$ cat src/rtl/vga_frame_sequencer.sv
// Frame-synchronous game register bank plus splash/playing/game-over mode sequencer.
// Define VGA_DOUBLE_BUFFER_EN to stage writes in a shadow bank committed at screen_end.
module vga_frame_sequencer #(
    parameter int unsigned NUM_REGS     = 15,
    parameter int unsigned HOLD_FRAMES  = 180,
    parameter int unsigned BLINK_FRAMES = 15
) (
    input  logic                     i_clk,
    input  logic                     i_reset,
    input  logic                     i_screen_end,
    input  logic                     i_reg_wr_en,
    input  logic [3:0]               i_reg_wr_addr,
    input  logic [31:0]              i_reg_wr_data,
    output logic [32*NUM_REGS-1:0]   o_disp_regs,
    output logic                     o_frame_commit,
    output logic [1:0]               o_mode,
    output logic                     o_score_sel,
    output logic                     o_score_visible,
    output logic                     o_dirty
);

    localparam int unsigned CNT_W = $clog2(HOLD_FRAMES) + 1;

    typedef enum logic [1:0] {
        ST_SPLASH   = 2'd0,
        ST_PLAYING  = 2'd1,
        ST_GAMEOVER = 2'd2
    } state_t;

    logic [31:0]             r_disp [NUM_REGS];
    logic [32*NUM_REGS-1:0]  w_disp_flat;
    logic                    w_wr_hit;
    logic                    w_active_any;
    logic                    r_frame_commit;
    state_t                  r_state;
    logic [CNT_W-1:0]        r_frame_cnt;
    logic [CNT_W-1:0]        w_blink_q;
    logic                    r_score_sel;
    logic                    r_score_visible;

    assign w_wr_hit = i_reg_wr_en && (32'(i_reg_wr_addr) < NUM_REGS);

`ifdef VGA_DOUBLE_BUFFER_EN
    logic [31:0] r_shadow     [NUM_REGS];
    logic [31:0] w_shadow_nxt [NUM_REGS];
    logic        r_dirty;

    // Shadow next-state includes this cycle's write so a same-cycle commit captures it.
    always_comb begin
        for (int i = 0; i < NUM_REGS; i++) begin
            w_shadow_nxt[i] = r_shadow[i];
            if (w_wr_hit && (i_reg_wr_addr == 4'(i))) begin
                w_shadow_nxt[i] = i_reg_wr_data;
            end
        end
    end

    always_ff @(posedge i_clk) begin
        if (i_reset) begin
            for (int i = 0; i < NUM_REGS; i++) begin
                r_shadow[i] <= '0;
                r_disp[i]   <= '0;
            end
            r_dirty <= 1'b0;
        end else begin
            r_shadow <= w_shadow_nxt;
            if (i_screen_end) begin
                r_disp  <= w_shadow_nxt;
                r_dirty <= 1'b0;
            end else if (w_wr_hit) begin
                r_dirty <= 1'b1;
            end
        end
    end

    assign o_dirty = r_dirty;
`else
    always_ff @(posedge i_clk) begin
        if (i_reset) begin
            for (int i = 0; i < NUM_REGS; i++) begin
                r_disp[i] <= '0;
            end
        end else begin
            for (int i = 0; i < NUM_REGS; i++) begin
                if (w_wr_hit && (i_reg_wr_addr == 4'(i))) begin
                    r_disp[i] <= i_reg_wr_data;
                end
            end
        end
    end

    assign o_dirty = 1'b0;
`endif

    always_comb begin
        w_disp_flat = '0;
        for (int i = 0; i < NUM_REGS; i++) begin
            w_disp_flat[32*i +: 32] = r_disp[i];
        end
    end

    assign w_active_any = |w_disp_flat;
    assign w_blink_q    = r_frame_cnt / CNT_W'(BLINK_FRAMES);

    // Mode machine steps once per commit; blink uses the count before this commit's increment.
    always_ff @(posedge i_clk) begin
        if (i_reset) begin
            r_frame_commit  <= 1'b0;
            r_state         <= ST_SPLASH;
            r_frame_cnt     <= '0;
            r_score_sel     <= 1'b1;
            r_score_visible <= 1'b1;
        end else begin
            r_frame_commit <= i_screen_end;
            if (r_frame_commit) begin
                case (r_state)
                    ST_SPLASH: begin
                        if (w_active_any) begin
                            r_state         <= ST_PLAYING;
                            r_score_sel     <= 1'b0;
                            r_score_visible <= 1'b1;
                        end
                    end
                    ST_PLAYING: begin
                        if (!w_active_any) begin
                            r_state         <= ST_GAMEOVER;
                            r_frame_cnt     <= '0;
                            r_score_sel     <= 1'b0;
                            r_score_visible <= 1'b1;
                        end
                    end
                    ST_GAMEOVER: begin
                        if (w_active_any) begin
                            r_state         <= ST_PLAYING;
                            r_score_sel     <= 1'b0;
                            r_score_visible <= 1'b1;
                        end else if (r_frame_cnt == CNT_W'(HOLD_FRAMES - 1)) begin
                            r_state         <= ST_SPLASH;
                            r_score_sel     <= 1'b1;
                            r_score_visible <= 1'b1;
                        end else begin
                            r_score_visible <= ~w_blink_q[0];
                            if (r_frame_cnt != {CNT_W{1'b1}}) begin
                                r_frame_cnt <= r_frame_cnt + CNT_W'(1);
                            end
                        end
                    end
                    default: begin
                        r_state         <= ST_SPLASH;
                        r_score_sel     <= 1'b1;
                        r_score_visible <= 1'b1;
                    end
                endcase
            end
        end
    end

    assign o_disp_regs     = w_disp_flat;
    assign o_frame_commit  = r_frame_commit;
    assign o_mode          = r_state;
    assign o_score_sel     = r_score_sel;
    assign o_score_visible = r_score_visible;

endmodule

$ cat config.mk
export PLATFORM = sky130hd
export DESIGN_NAME = vga_frame_sequencer
export DESIGN_NICKNAME = d
export VERILOG_FILES = /design/src/rtl/vga_frame_sequencer.sv
export SDC_FILE = /design/constraint.sdc
export NUM_CORES = 1
export LEC_CHECK = 0
export ABC_CLOCK_PERIOD_IN_PS = 9100
export CAP_MARGIN = 10
export CORE_MARGIN = 8
export CORE_UTILIZATION = 50
export DETAILED_ROUTE_END_ITERATION = 8
export HOLD_SLACK_MARGIN = 0.1
export PLACE_DENSITY_LB_ADDON = 0.2
export SYNTH_ARGS = -nofsm -noshare
export SYNTH_HDL_FRONTEND = slang
export SYNTH_SLANG_ARGS = --single-unit
$ cat constraint.sdc
create_clock -name i_clk -period 9.1 [get_ports i_clk]
set_clock_uncertainty 0.2 [all_clocks]
set_input_delay 1.82 -clock i_clk [delete_from_list [all_inputs] [get_ports i_clk]]
set_output_delay 1.82 -clock i_clk [all_outputs]
set_load 0.005 [all_outputs]
==> impl_metrics.xml <==
<?xml version="1.0" encoding="UTF-8"?>
<metrics>
  <group name="detailed_routing">
    <metric name="route.vias.total" unit="">14112</metric>
    <metric name="detail_route.wirelength" unit="um">71000</metric>
    <metric name="drt_iter0_markers" unit="">1688</metric>
    <metric name="viasPerCell" unit="">6.08</metric>
    <metric name="postRouteAntennaNets" unit="">0</metric>
    <metric name="drt_drc_violations_left" unit="">0</metric>
    <metric name="wl_per_cell" unit="um">30.6</metric>
    <metric name="drt_pre_antenna_iters" unit="">5</metric>
  </group>
  <group name="sta">
    <metric name="layout_setup_ws" unit="ns">4.64</metric>
    <metric name="slew-limit-headroom" unit="">0.292</metric>
    <metric name="hold_violations" unit="">0</metric>
    <metric name="timing.setup.tns" unit="ns">0</metric>
    <metric name="max_freq" unit="GHz">0.224</metric>
    <metric name="finalSetupViolCount" unit="">0</metric>
    <metric name="slew_at_the_pin_with_the_worst_max_slew_slack" unit="ns">1.06</metric>
    <metric name="setup_repair_after_global_routing_missed_its_margin" unit="">false</metric>
    <metric name="final.period_utilization" unit="">0.491</metric>
    <metric name="drv_slew" unit="">0</metric>
    <metric name="layout_min_cycle_time" unit="ns">4.46</metric>
  </group>
  <group name="synthesis">
    <metric name="synth_enable_flop_cells" unit="">480</metric>
    <metric name="synth_warnings" unit="">0</metric>
    <metric name="syn_avg_cell_area" unit="um2">14.4</metric>
    <metric name="async_flop_share" unit="">0</metric>
    <metric name="synth_ff_type" unit="">sky130_fd_sc_hd__edfxtp_1</metric>
    <metric name="synthesis.nets" unit="">1341</metric>
    <metric name="netlist_area" unit="um2">18600</metric>
    <metric name="post_synth_mux_area_share" unit="">0.00222</metric>
    <metric name="fraction_of_the_mapped_netlist_area_in_compound_gates" unit="">0.0193</metric>
    <metric name="netlist-cell-type-count" unit="">61</metric>
    <metric name="syn_inst" unit="">1296</metric>
    <metric name="synth_xor_xnor_area_share" unit="">0.00498</metric>
    <metric name="combinational_family_with_the_most_area_after_synthesis" unit="">simple AND/OR/NAND/NOR gates</metric>
    <metric name="synth_fa_ha_area_frac" unit="">0.00390</metric>
    <metric name="synth_simple_gate_area_frac" unit="">0.153</metric>
    <metric name="yosys_register_bits" unit="">494</metric>
    <metric name="synth_sequential_area_ratio" unit="">0.790</metric>
  </group>
  <group name="cts">
    <metric name="cts-htree-levels" unit="">2</metric>
    <metric name="worst_setup_hold_path_clk_slew" unit="ns">0.07</metric>
    <metric name="max-clock-path-buffers" unit="">3</metric>
    <metric name="cts.hold.buffers_added" unit="">0</metric>
    <metric name="clkSinkCount" unit="">494</metric>
    <metric name="tritoncts.num_buffers" unit="">48</metric>
    <metric name="tritoncts_clock_tree" unit="">done</metric>
    <metric name="post_cts_buffers" unit="">0</metric>
    <metric name="worst_skew_pair_latency" unit="ns">0.57</metric>
    <metric name="post_cts.resized_instances" unit="">0</metric>
    <metric name="cts_root_buffer" unit="">sky130_fd_sc_hd__clkbuf_16</metric>
  </group>
  <group name="critical_path">
    <metric name="required" unit="ns">9.25</metric>
    <metric name="start_kind" unit="">input pin</metric>
    <metric name="list_of_cells_traversed_by_the_critical_path" unit="">clkdlybuf4s50_1 -&gt; inv_2 -&gt; buf_4 -&gt; nand2_1 -&gt; inv_1</metric>
    <metric name="timing.critical_path.slowest_stage_cell" unit="">sky130_fd_sc_hd__nand2_1</metric>
    <metric name="worst_setup_path_end_kind" unit="">flip-flop</metric>
    <metric name="crit_arrival" unit="ns">4.61</metric>
    <metric name="worst_path_largest_cell_delay" unit="ns">0.77</metric>
    <metric name="path_class" unit="">input pin to flip-flop</metric>
    <metric name="critical_path_peak_fanout" unit="">43</metric>
  </group>
  <group name="placed_design">
    <metric name="port_buffers" unit="">524</metric>
    <metric name="placement.setup.worst_slack" unit="ns">3.78</metric>
    <metric name="routability_congestion_estimate" unit="">0.950</metric>
    <metric name="post-dp-hpwl" unit="um">51300</metric>
  </group>
  <group name="hold_path">
    <metric name="hold_class" unit="">flip-flop to flip-flop</metric>
  </group>
  <group name="power_and_ir_drop">
    <metric name="post-layout-total-power" unit="mW">5.31</metric>
    <metric name="power.combinational.fraction" unit="">0.102</metric>
    <metric name="power.switching" unit="mW">1.23</metric>
    <metric name="cell_internal_pwr" unit="mW">4.08</metric>
    <metric name="worst_ir_drop_vdd" unit="mV">0.154</metric>
    <metric name="leakagePower" unit="nW">8.91</metric>
    <metric name="power_per_cell_area" unit="nW/um2">205</metric>
    <metric name="power_frac_clock" unit="">0.372</metric>
    <metric name="portion_of_total_power_attributed_to_sequential_cells" unit="">0.526</metric>
    <metric name="p_sw_frac" unit="">0.232</metric>
  </group>
  <group name="grt">
    <metric name="grt_remaining_overflow" unit="">0</metric>
    <metric name="grt_pass1_vias" unit="">13949</metric>
    <metric name="grt_use_total" unit="">0.312</metric>
    <metric name="initial_antenna_violation_count" unit="">5</metric>
    <metric name="wire_length_of_the_first_global_routing_pass" unit="um">98800</metric>
    <metric name="pin_count_of_the_biggest_net_entering_global_routing" unit="">44</metric>
  </group>
  <group name="floorplanning">
    <metric name="core_area" unit="um2">36600</metric>
    <metric name="die_h" unit="um">209</metric>
    <metric name="floorplan.die.width" unit="um">209</metric>
    <metric name="placementRows" unit="">70</metric>
    <metric name="num_io_pins" unit="">526</metric>
    <metric name="dieArea" unit="um2">43600</metric>
    <metric name="initial_core_utilization" unit="">0.508</metric>
  </group>
  <group name="final_layout">
    <metric name="area_growth" unit="%">39.4</metric>
    <metric name="final_net_count" unit="">1859</metric>
    <metric name="layout.cells.most_common" unit="">sky130_fd_sc_hd__clkdlybuf4s50_1</metric>
    <metric name="post_route_cells_drive_above_1_share" unit="">0.0567</metric>
    <metric name="most-common-layout-cells" unit="">524 x sky130_fd_sc_hd__clkdlybuf4s50_1, 480 x sky130_fd_sc_hd__edfxtp_1, 340 x sky130_fd_sc_hd__nor2_1, 130 x sky130_fd_sc_hd__nor4_1, 62 x sky130_fd_sc_hd__nand2_1</metric>
  </group>
  <group name="status">
    <metric name="outcome" unit="">completed</metric>
  </group>
  <group name="job">
    <metric name="timing.max_cap.violations" unit="">0</metric>
  </group>
</metrics>
-- through the flow --
step	cell area, um2	hold slack, ns	utilization	std cells
floorplan	18600	0.277	-	1296
global placement	24300	0.273	0.663	2229
detailed placement	24300	0.310	0.663	2229
CTS	25800	0.323	0.706	2316
global route	25900	0.402	0.708	2321
finish	25900	0.323	0.708	2322
-- synth_stat cells, types with 3 or more instances --
| library cell | n | area, um2 |
|---|---|---|
| sky130_fd_sc_hd__xnor2_1 | 3 | 26.3 |
| sky130_fd_sc_hd__nor2_1 | 340 | 1280 |
| sky130_fd_sc_hd__dfxtp_1 | 14 | 280 |
| sky130_fd_sc_hd__a31oi_1 | 5 | 31.3 |
| sky130_fd_sc_hd__nand4_1 | 39 | 244 |
| sky130_fd_sc_hd__and2_2 | 3 | 22.5 |
| sky130_fd_sc_hd__a21oi_1 | 7 | 35.0 |
| sky130_fd_sc_hd__nand2b_1 | 6 | 37.5 |
| sky130_fd_sc_hd__buf_4 | 3 | 22.5 |
| sky130_fd_sc_hd__inv_1 | 40 | 150 |
| sky130_fd_sc_hd__xor2_1 | 5 | 43.8 |
| sky130_fd_sc_hd__clkbuf_1 | 69 | 259 |
| sky130_fd_sc_hd__o21a_1 | 4 | 30.0 |
| sky130_fd_sc_hd__o21ai_0 | 10 | 50.1 |
| sky130_fd_sc_hd__buf_6 | 5 | 56.3 |
| sky130_fd_sc_hd__nand2_1 | 62 | 233 |
| sky130_fd_sc_hd__nor2b_1 | 4 | 25.0 |
| sky130_fd_sc_hd__mux2i_1 | 3 | 30.0 |
| sky130_fd_sc_hd__nand3_1 | 9 | 45.0 |
| sky130_fd_sc_hd__o31ai_1 | 3 | 22.5 |
| sky130_fd_sc_hd__ha_1 | 5 | 62.6 |
| sky130_fd_sc_hd__nor4_1 | 130 | 813 |
| sky130_fd_sc_hd__edfxtp_1 | 480 | 14400 |
-- cells by family after synthesis --
group                    Yosys count
AO/OA/AOI/OAI                     51
XOR/XNOR                           9
adder cells (fa/ha/maj)            6
buffers and inverters            120
flip-flops                       494
multiplexers                       4
other                              1
AND/OR/NAND/NOR                  611
-- power by group through the flow --
| stage | Sequential (mW) | Combinational (mW) | Clock, mW |
|---|---|---|---|
| after floorplan | 2.80 | 0.0939 | 0 |
| final | 2.79 | 0.540 | 1.98 |
| after detailed placement | 2.83 | 0.533 | 0 |
| after global routing | 2.80 | 0.559 | 2.07 |
| after global placement | 2.83 | 0.529 | 0 |
| after CTS | 2.79 | 0.536 | 1.97 |
-- state kept, by name (all words and copies together) (netlist names) --
name             count
r_frame_cnt          9
r_disp             480
o_score_sel          1
o_frame_commit       1
o_mode               2
o_score_visible      1
-- metal layers --
metal | GRT usage | up-vias | routed length (um)
li1 | - | 5825 | -
met2 | 0.523 | 1165 | 34700
met5 | 0 | - | 13
met4 | 0.110 | 2 | 2330
met3 | 0.0986 | 141 | 9280
met1 | 0.379 | 6979 | 24600
-- critical path, delay by kind of cell --
kind,cells,cell delay [ns]
simple gates,1,0.77
buf+inv,4,1.96
-- path summary, 6_finish.rpt --
kind              startpoint         endpoint  slack, ns  depth (start not counted)
min          o_score_visible  o_score_visible       0.32                          2
min reg2reg  o_score_visible  o_score_visible       0.32                          2
max                  i_reset   r_disp[1][197]       4.64                          5
max reg2reg    r_disp[1][28]   r_frame_cnt[3]       5.08                          8
-- layout make-up --
type                            count  area [um2]
Sequential cell                   494       14700
Fill cell                        2467       10700
Timing Repair Buffer              548        5490
Multi-Input combinational cell    682        3450
Clock buffer                       57        1260
Tap cell                          468         586
Clock inverter                     30         310
Inverter                           40         150
Antenna cell                        3        7.51
Note: power is estimated with default switching activity, not from simulation.
